`src/rtl/regfile_scoreboard_if.sv`:
```
// ----------------------------------------------------------------------------
// regfile_scoreboard_if
// Bundle between the ID/WB stages and the decode-side register file with
// pending-write scoreboard.
//   master : ID/WB side. Drives read addresses, issue info and write-back.
//            Receives operands, stall and the sticky underflow flag.
//   slave  : register file / scoreboard side.
// Signals:
//   rs, rt, rs_used, rt_used            source operand addresses and use bits
//   issue, issue_write_reg,
//   issue_reg_dest                      instruction presented for EXE
//   wb_write_reg, wb_reg_dest, wb_data  write-back port
//   qa, qb                              operands (combinational, WB bypass)
//   stall                               hold ID, bubble into ID/EXE
//   err_underflow                       sticky: WB to a non-pending register
// ----------------------------------------------------------------------------
interface regfile_scoreboard_if;
    logic [4:0]  rs;
    logic [4:0]  rt;
    logic        rs_used;
    logic        rt_used;
    logic        issue;
    logic        issue_write_reg;
    logic [4:0]  issue_reg_dest;
    logic        wb_write_reg;
    logic [4:0]  wb_reg_dest;
    logic [31:0] wb_data;
    logic [31:0] qa;
    logic [31:0] qb;
    logic        stall;
    logic        err_underflow;

    modport master (
        output rs, rt, rs_used, rt_used,
        output issue, issue_write_reg, issue_reg_dest,
        output wb_write_reg, wb_reg_dest, wb_data,
        input  qa, qb, stall, err_underflow
    );

    modport slave (
        input  rs, rt, rs_used, rt_used,
        input  issue, issue_write_reg, issue_reg_dest,
        input  wb_write_reg, wb_reg_dest, wb_data,
        output qa, qb, stall, err_underflow
    );
endinterface

```
`src/rtl/regfile_scoreboard.sv`:
```
// ----------------------------------------------------------------------------
// regfile_scoreboard
// 32x32 general register file (r0 hardwired zero) with same-cycle WB bypass
// and a per-register count of in-flight writes. Stall is raised when an
// issuing instruction reads a register whose producer is still in flight, or
// when its destination already has MAXPEND writes outstanding.
// Ports:
//   clk    rising-edge clock
//   reset  asynchronous, active-high; clears registers, scoreboard, error flag
//   sb     regfile_scoreboard_if.slave (operands, issue, write-back, status)
// ----------------------------------------------------------------------------

// One pending-write counter. inc and dec together leave the count unchanged;
// the caller guarantees inc never hits a full counter and dec never an empty one.
module regfile_scoreboard_cnt #(
    parameter int PW = 2
) (
    input  logic          clk,
    input  logic          reset,
    input  logic          inc,
    input  logic          dec,
    output logic [PW-1:0] pend
);
    logic [PW-1:0] pend_q, pend_d;

    always_comb begin
        pend_d = pend_q;
        if (inc && !dec)      pend_d = pend_q + PW'(1);
        else if (dec && !inc) pend_d = pend_q - PW'(1);
    end

    always_ff @(posedge clk or posedge reset) begin
        if (reset) pend_q <= '0;
        else       pend_q <= pend_d;
    end

    assign pend = pend_q;
endmodule

module regfile_scoreboard #(
    parameter int NREGS   = 32,
    parameter int MAXPEND = 3
) (
    input logic                 clk,
    input logic                 reset,
    regfile_scoreboard_if.slave sb
);
    localparam int PW = $clog2(MAXPEND + 1);

    logic [NREGS-1:0][31:0]   regs_q, regs_d;
    logic [NREGS-1:0][PW-1:0] pend;
    logic [NREGS-1:0]         wb_fwd;
    logic                     err_underflow_q, err_underflow_d;
    logic                     rs_hit, rt_hit, waw_full, stall_raw, acc;

    // Pending count minus a same-cycle WB retirement, floored at zero, is
    // nonzero when more than one write is outstanding, or exactly one that
    // is not retiring right now.
    function automatic logic eff_busy(input logic [PW-1:0] p, input logic fwd);
        return (p > PW'(1)) || ((p == PW'(1)) && !fwd);
    endfunction

    // ---------------- scoreboard ----------------
    for (genvar r = 0; r < NREGS; r++) begin : g_reg
        localparam logic [4:0] RIDX = 5'(r);
        assign wb_fwd[r] = sb.wb_write_reg && (sb.wb_reg_dest == RIDX);
        if (r == 0) begin : g_zero
            assign pend[r] = '0;
        end else begin : g_cnt
            logic inc, dec;
            assign inc = acc && sb.issue_write_reg && (sb.issue_reg_dest == RIDX);
            assign dec = wb_fwd[r] && (pend[r] != '0);
            regfile_scoreboard_cnt #(.PW(PW)) u_cnt (
                .clk   (clk),
                .reset (reset),
                .inc   (inc),
                .dec   (dec),
                .pend  (pend[r])
            );
        end
    end

    // WAW full check looks at raw pend, not pend minus retirement: a WB to a
    // full destination still costs one stall cycle.
    always_comb begin
        rs_hit    = sb.rs_used && (sb.rs != 5'd0) && eff_busy(pend[sb.rs], wb_fwd[sb.rs]);
        rt_hit    = sb.rt_used && (sb.rt != 5'd0) && eff_busy(pend[sb.rt], wb_fwd[sb.rt]);
        waw_full  = sb.issue_write_reg && (sb.issue_reg_dest != 5'd0) &&
                    (pend[sb.issue_reg_dest] == PW'(MAXPEND));
        stall_raw = sb.issue && (rs_hit || rt_hit || waw_full);
        acc       = sb.issue && !stall_raw;
    end

    // ---------------- register array ----------------
    always_comb begin
        regs_d = regs_q;
        if (sb.wb_write_reg && (sb.wb_reg_dest != 5'd0))
            regs_d[sb.wb_reg_dest] = sb.wb_data;
        regs_d[0] = '0;
    end

    always_ff @(posedge clk or posedge reset) begin
        if (reset) regs_q <= '0;
        else       regs_q <= regs_d;
    end

    // ---------------- underflow flag ----------------
    always_comb begin
        err_underflow_d = err_underflow_q;
        if (sb.wb_write_reg && (sb.wb_reg_dest != 5'd0) && (pend[sb.wb_reg_dest] == '0))
            err_underflow_d = 1'b1;
    end

    always_ff @(posedge clk or posedge reset) begin
        if (reset) err_underflow_q <= 1'b0;
        else       err_underflow_q <= err_underflow_d;
    end

    // ---------------- outputs ----------------
    // Reset gates the bypass path too, so operands read zero while reset is high.
    always_comb begin
        sb.qa = '0;
        sb.qb = '0;
        if (!reset && (sb.rs != 5'd0)) sb.qa = wb_fwd[sb.rs] ? sb.wb_data : regs_q[sb.rs];
        if (!reset && (sb.rt != 5'd0)) sb.qb = wb_fwd[sb.rt] ? sb.wb_data : regs_q[sb.rt];
        sb.stall         = stall_raw && !reset;
        sb.err_underflow = err_underflow_q;
    end
endmodule

```
`src/flat_wrapper.sv`:
```
// flat-port wrapper written by rule: the top's interface ports become plain ports
module regfile_scoreboard_flat 
#(
    parameter int NREGS   = 32,
    parameter int MAXPEND = 3
)
  (clk, reset, sb_rs, sb_rt, sb_rs_used, sb_rt_used, sb_issue, sb_issue_write_reg, sb_issue_reg_dest, sb_wb_write_reg, sb_wb_reg_dest, sb_wb_data, sb_qa, sb_qb, sb_stall, sb_err_underflow);
  regfile_scoreboard_if sb_i ();
  input logic clk;
  input logic reset;
  input wire logic [$bits(sb_i.rs)-1:0] sb_rs;
  input wire logic [$bits(sb_i.rt)-1:0] sb_rt;
  input wire logic [$bits(sb_i.rs_used)-1:0] sb_rs_used;
  input wire logic [$bits(sb_i.rt_used)-1:0] sb_rt_used;
  input wire logic [$bits(sb_i.issue)-1:0] sb_issue;
  input wire logic [$bits(sb_i.issue_write_reg)-1:0] sb_issue_write_reg;
  input wire logic [$bits(sb_i.issue_reg_dest)-1:0] sb_issue_reg_dest;
  input wire logic [$bits(sb_i.wb_write_reg)-1:0] sb_wb_write_reg;
  input wire logic [$bits(sb_i.wb_reg_dest)-1:0] sb_wb_reg_dest;
  input wire logic [$bits(sb_i.wb_data)-1:0] sb_wb_data;
  output wire logic [$bits(sb_i.qa)-1:0] sb_qa;
  output wire logic [$bits(sb_i.qb)-1:0] sb_qb;
  output wire logic [$bits(sb_i.stall)-1:0] sb_stall;
  output wire logic [$bits(sb_i.err_underflow)-1:0] sb_err_underflow;
  assign sb_i.rs = sb_rs;
  assign sb_i.rt = sb_rt;
  assign sb_i.rs_used = sb_rs_used;
  assign sb_i.rt_used = sb_rt_used;
  assign sb_i.issue = sb_issue;
  assign sb_i.issue_write_reg = sb_issue_write_reg;
  assign sb_i.issue_reg_dest = sb_issue_reg_dest;
  assign sb_i.wb_write_reg = sb_wb_write_reg;
  assign sb_i.wb_reg_dest = sb_wb_reg_dest;
  assign sb_i.wb_data = sb_wb_data;
  assign sb_qa = sb_i.qa;
  assign sb_qb = sb_i.qb;
  assign sb_stall = sb_i.stall;
  assign sb_err_underflow = sb_i.err_underflow;
  regfile_scoreboard #(.NREGS(NREGS), .MAXPEND(MAXPEND)) u_core (.clk(clk), .reset(reset), .sb(sb_i));
endmodule
```
`config.mk`:
```
export PLATFORM = sky130hd
export DESIGN_NAME = regfile_scoreboard_flat
export DESIGN_NICKNAME = d
export VERILOG_FILES = /design/src/rtl/regfile_scoreboard_if.sv /design/src/rtl/regfile_scoreboard.sv /design/src/flat_wrapper.sv
export SDC_FILE = /design/constraint.sdc
export NUM_CORES = 2
export LEC_CHECK = 0
export BUFFER_PORTS_ARGS = -buffer_cell sky130_fd_sc_hd__buf_4
export CORE_MARGIN = 3
export CORE_UTILIZATION = 58
export DETAILED_ROUTE_END_ITERATION = 8
export HOLD_SLACK_MARGIN = 0.05
export PLACE_DENSITY_LB_ADDON = 0.05
export SLEW_MARGIN = 10
export SYNTH_ARGS = -nofsm -noshare
export SYNTH_HDL_FRONTEND = slang
export SYNTH_SLANG_ARGS = --single-unit
```
`constraint.sdc`:
```
create_clock -name clk -period 33 [get_ports clk]
set_input_delay 4.95 -clock clk [delete_from_list [all_inputs] [get_ports clk]]
set_output_delay 4.95 -clock clk [all_outputs]
set_load 0.005 [all_outputs]
```
# == Word level (Yosys, flattened, before mapping) ==
# Cells that the tools add are included.
# word_totals
reg_bits,1055
out_inout_bits,66
word_cells,593
# classes
mux,85
order_cmp,7
eq_ne,65
n_addsub,62
reduce_logical,311
# ops
operator,n
$bwmux 1024,1
$bmux 32 s5,2
$mux 32,7
$logic_and 1x1->1,173
$demux 32 s5,1
$eq 5x5->1 const B,32
$mux 2,66
$reduce_bool 2->1,62
$eq 5x4->1 const B,16
$logic_not 1->1,66
$add 2x1->2 const B,31
$sub 2x1->2 const B,31
$bmux 2 s5,4
$eq 5x3->1 const B,8
$lt 5x6->1 const B,4
$eq 5x2->1 const B,4
$reduce_bool 5->1,4
$bmux 1 s5,2
$eq 5x1->1 const B,2
$ge 5x1->1 const B,1
$logic_not 5->1,1
$eq 2x1->1 const B,2
$gt 2x1->1 const B,2
$logic_or 1x1->1,4
3 further kinds,4

# == Longest topological paths before layout ==
# depth
word_depth,19
depth_mapped,14
depth_no_buf,10

# == Cells and area by module ==
# From an unflattened synthesis, not the netlist that was laid out.
# unflattened
hier_cells,4067
area_unflattened_um2,60033.8
# modules_own_cells
mod,n_inst,seq_area_each_um2,area_each_um2,cells_each
regfile_scoreboard,1,24848.8,56930.9,3788
regfile_scoreboard_cnt,31,50.0,100.1,9

# == Worst setup path after synthesis ==
# OpenSTA, ideal clock, no wires.
# synth_path
path_type,input to output
start,in reset
end,out sb_qa[0]
cell_stages,3
path_buffers,0
arrival_ps,30398
required_ps,28050
slack_ps,-2348
cell_sequence,inv_1 o21ai_1 a21oi_1
# synth_between
elab_chain_cells,3
# synth_rtl
item,line_no,text
start: declaration,flat_wrapper.sv:10,input logic reset;
$logic_not 1->1 (no source line),--,
$logic_and 1x1->1,regfile_scoreboard.sv:124,if (!reset && (sb.rs != 5'd0)) sb.qa = wb_fwd[sb.rs] ? sb.wb_data : regs_q[sb.rs];
$mux 32,regfile_scoreboard.sv:124,
end: declaration,flat_wrapper.sv:21,output wire logic [$bits(sb_i.qa)-1:0] sb_qa;
# Every way passes these cells.

# == Final worst setup path ==
# layout_path
start,in sb_rt[0]
end,out sb_qb[22]
# layout_between
elab_chain_cells,4
elab_cells_between_ends,8
# layout_rtl
item,line_no,text
start: declaration,flat_wrapper.sv:12,input wire logic [$bits(sb_i.rt)-1:0] sb_rt;
$bmux 32 s5 or $bmux 1 s5 (tied branches),regfile_scoreboard.sv:125,if (!reset && (sb.rt != 5'd0)) sb.qb = wb_fwd[sb.rt] ? sb.wb_data : regs_q[sb.rt];
$mux 32 (implied by the code) or $mux 1 (tied branches),regfile_scoreboard.sv:125,
$mux 32,regfile_scoreboard.sv:125,
$mux 32 (*),regfile_scoreboard.sv:125,
end: declaration,flat_wrapper.sv:22,output wire logic [$bits(sb_i.qb)-1:0] sb_qb;
# Every way passes the cells marked *; elsewhere a longest branch is shown, timed or not. The select of a mux whose other input is x is not followed.

==> impl_metrics.tcl <==
set metrics [dict create \
    period_share 0.449 \
    wl_um 178000 \
    grt_max_degree 209 \
    core_area_um2 101000 \
    synth_top_area_share 0.446 \
    clock-root-buffer "clkbuf_16" \
    die_x_um 325 \
    postCtsHoldBufs 0 \
    path_clk_slew_ns 0.06 \
    synth_xor_area_frac 0.0152 \
    synth_top_family_by_area "multiplexers" \
    ant_nets 0 \
    fin_setup_tns_ns 0 \
    synth_compound_area_frac 0.0298 \
    synth-async-reset-ratio 1.00 \
    syn_avg_cell_area_um2 14.9 \
    cts_tree "built" \
    htree_levels 3 \
    nNetsFinal 3946 \
    placed_area_um2 60900 \
    maxCapViolations 0 \
    synth.most_common_cell "mux2_2" \
    ys_ff_latch 1055 \
    max_slew_margin 0.184 \
    netlist_top_cells_count "1062 x mux2_2, 1055 x dfrtp_1, 612 x mux4_2" \
    rsz0062_at_grt "false" \
    synthToLayoutAreaGrowth_pct 9.69 \
    initial_utilization 0.588 \
    io_buffer_count 124 \
    io_pins 125 \
    yosysWarningCount 0 \
    fmax_mhz 67.4 \
    setup_violations 0 \
    hold_class "flip-flop to flip-flop" \
    power-per-cell-area_nw_per_um2 62.6 \
    antenna_found_initial 4 \
    power_mw 4.06 \
    synth_top_cell_by_area "dfrtp_1" \
    p_leak_nw 27.6 \
    synth_fa_ha_area_frac 0.00656 \
    path_class "primary input to output pin" \
    first_iter_violations 3871 \
    finalHoldViolCount 0 \
    synth-seq-area-share 0.446 \
    drc_errors 0 \
    clk_latency_ns 0.70 \
    post_cts_buffers 0 \
    hpwl_um 97300 \
    syn_area_um2 59200 \
    crit_path_start_kind "primary input" \
    rows 116 \
    fin_skew_ns 0.00635 \
    die_h_um 325 \
    grt_pass1_vias 40400 \
    gp_congestion 0.881 \
    status "finished clean" \
    synth_edf_count 0 \
    drtPass1Iterations 5 \
    ys_types 64 \
    fin_area_um2 64900 \
    cts_resized 0 \
    gr-total-overflow 0 \
    synth_nets 4066 \
    worst-slew-pin-transition_ns 1.22 \
    num-fill-cells 7160 \
    vias_per_cell 7.16 \
    synth.mux.area_fraction 0.437 \
    ys_top_cells_by_area "dfrtp_1 45%, mux4_2 23%, mux2_2 20%" \
    synth-simple-area-share 0.0344 \
    cts_buffer_depth 3 \
    layout-drive-gt1-share 0.534 \
    ys.flop_type "dfrtp_1" \
    dieArea_um2 106000 \
    peakVddDrop_mv 0.0412 \
    dp_slack_ns 18.03 \
    via_count 38000 \
    cp_max_fo 68 \
    track_usage 0.337 \
    end_kind "output pin" \
    grt_pass1_wl_um 266000 \
    crit_required_ns 28.05 \
    fin_crit_ns 14.83 \
    numCtsBuffers 112 \
    slew_violations 0 \
    crit_arrival_ns 9.88 \
    worst_slack_ns 18.17 \
    wl_per_cell_um 33.5 \
    cts_sinks 1055 \
    syn_inst 3976 \
]
-- path summary, 6_finish.rpt --
check / startpoint / to / slack [ns] / cells after the start
worst max-delay path: sb_rt[0] / sb_qb[22] / 18.17 / 10
min in group asynchronous: reset / u_core.g_reg[1].g_cnt.u_cnt.pend[1]$_DFFE_PP0P_ / 4.30 / 2
worst max register to register: u_core.g_reg[15].g_cnt.u_cnt.pend[0]$_DFFE_PP0P_ / u_core.g_reg[20].g_cnt.u_cnt.pend[1]$_DFFE_PP0P_ / 29.31 / 10
max in group asynchronous: reset / u_core.regs_q[104]$_DFFE_PP0P_ / 23.83 / 7
worst min register to register: u_core.sb.err_underflow$_DFFE_PP0P_ / u_core.sb.err_underflow$_DFFE_PP0P_ / 0.48 / 1
worst min-delay path: u_core.sb.err_underflow$_DFFE_PP0P_ / u_core.sb.err_underflow$_DFFE_PP0P_ / 0.48 / 1
-- cells by family (layout without fill, tap and decap cells) --
kind of cell,count (synthesis),in the layout
AND/OR/NAND/NOR,411,411
AO/OA/AOI/OAI,253,253
flip-flops,1055,1055
buffers and inverters,439,411
multiplexers,1684,1684
other,0,3
adder cells (fa/ha/maj),31,31
XOR/XNOR,103,103
-- per-layer routing --
metal | share of wire | global-route usage
met4 | 0.042 | 0.132
met2 | 0.49 | 0.547
met1 | 0.39 | 0.454
met5 | 0 | 0
met3 | 0.081 | 0.0679
-- worst max-delay path, cell delays in order --
cell     delay, ns
buf_8         0.55
buf_4         0.81
buf_4         0.88
buf_4         0.86
mux4_2        0.63
mux4_2        0.49
nor2_1        0.19
or3_1         0.14
a21oi_1       0.07
buf_4         0.16
-- cells in the final DEF (no fill, tap or decap), types with 5 or more instances in the layout --
master	count
a211oi_1	10
a21oi_1	67
a22o_1	66
and2_1	5
buf_12	5
buf_4	188
bufinv_16	12
clkbuf_1	24
clkbuf_16	118
clkbuf_8	31
clkinv_2	14
clkinvlp_4	6
dfrtp_1	1055
ha_1	31
mux2_2	1062
mux2i_1	8
mux4_2	612
nand2_1	82
nand2_2	11
nand2b_1	36
nand3_1	18
nand3b_1	5
nand4_1	6
nand4b_1	5
nor2_1	114
nor2_4	16
nor2b_1	11
nor3_1	16
nor4_1	22
o211ai_1	43
o21ai_0	33
or2_2	6
or3_1	33
xnor2_1	33
xor2_1	70
-- flip-flops by register name (all words and copies together) (netlist names) --
signal and cells:
u_core.g.g_cnt.u_cnt.pend 62, u_core.sb.err_underflow 1, u_core.regs_q 992
-- report_power, final --
| part | switching (mW) | internal, mW |
|---|---|---|
| clock | 0.532 | 0.813 |
| sequential | 0.247 | 1.57 |
| combinational | 0.340 | 0.565 |
| total | 1.12 | 2.94 |
-- per-stage QoR --
stage	util	std cells	hold WS (ns)
2_1_floorplan	-	3976	0.451
3_3_place_gp	0.606	5099	0.443
3_5_place_dp	0.606	5099	0.461
4_1_cts	0.645	5305	0.482
5_1_grt	0.645	5308	0.511
6_report	0.645	5308	0.485
-- layout make-up --
class / count / area (um^2) / area share
repair buffers: 199 / 1590 / 0.0246
well taps: 1357 / 1700 / 0.0262
multi-input cells: 2482 / 31200 / 0.481
clock buffers: 173 / 3470 / 0.0535
inverters: 6 / 26.3 / 0.000405
diodes: 3 / 7.51 / 0.000116
flip-flops and latches: 1055 / 26400 / 0.407
clock inverters: 33 / 493 / 0.00760
Power figures use the tool's default switching activity.
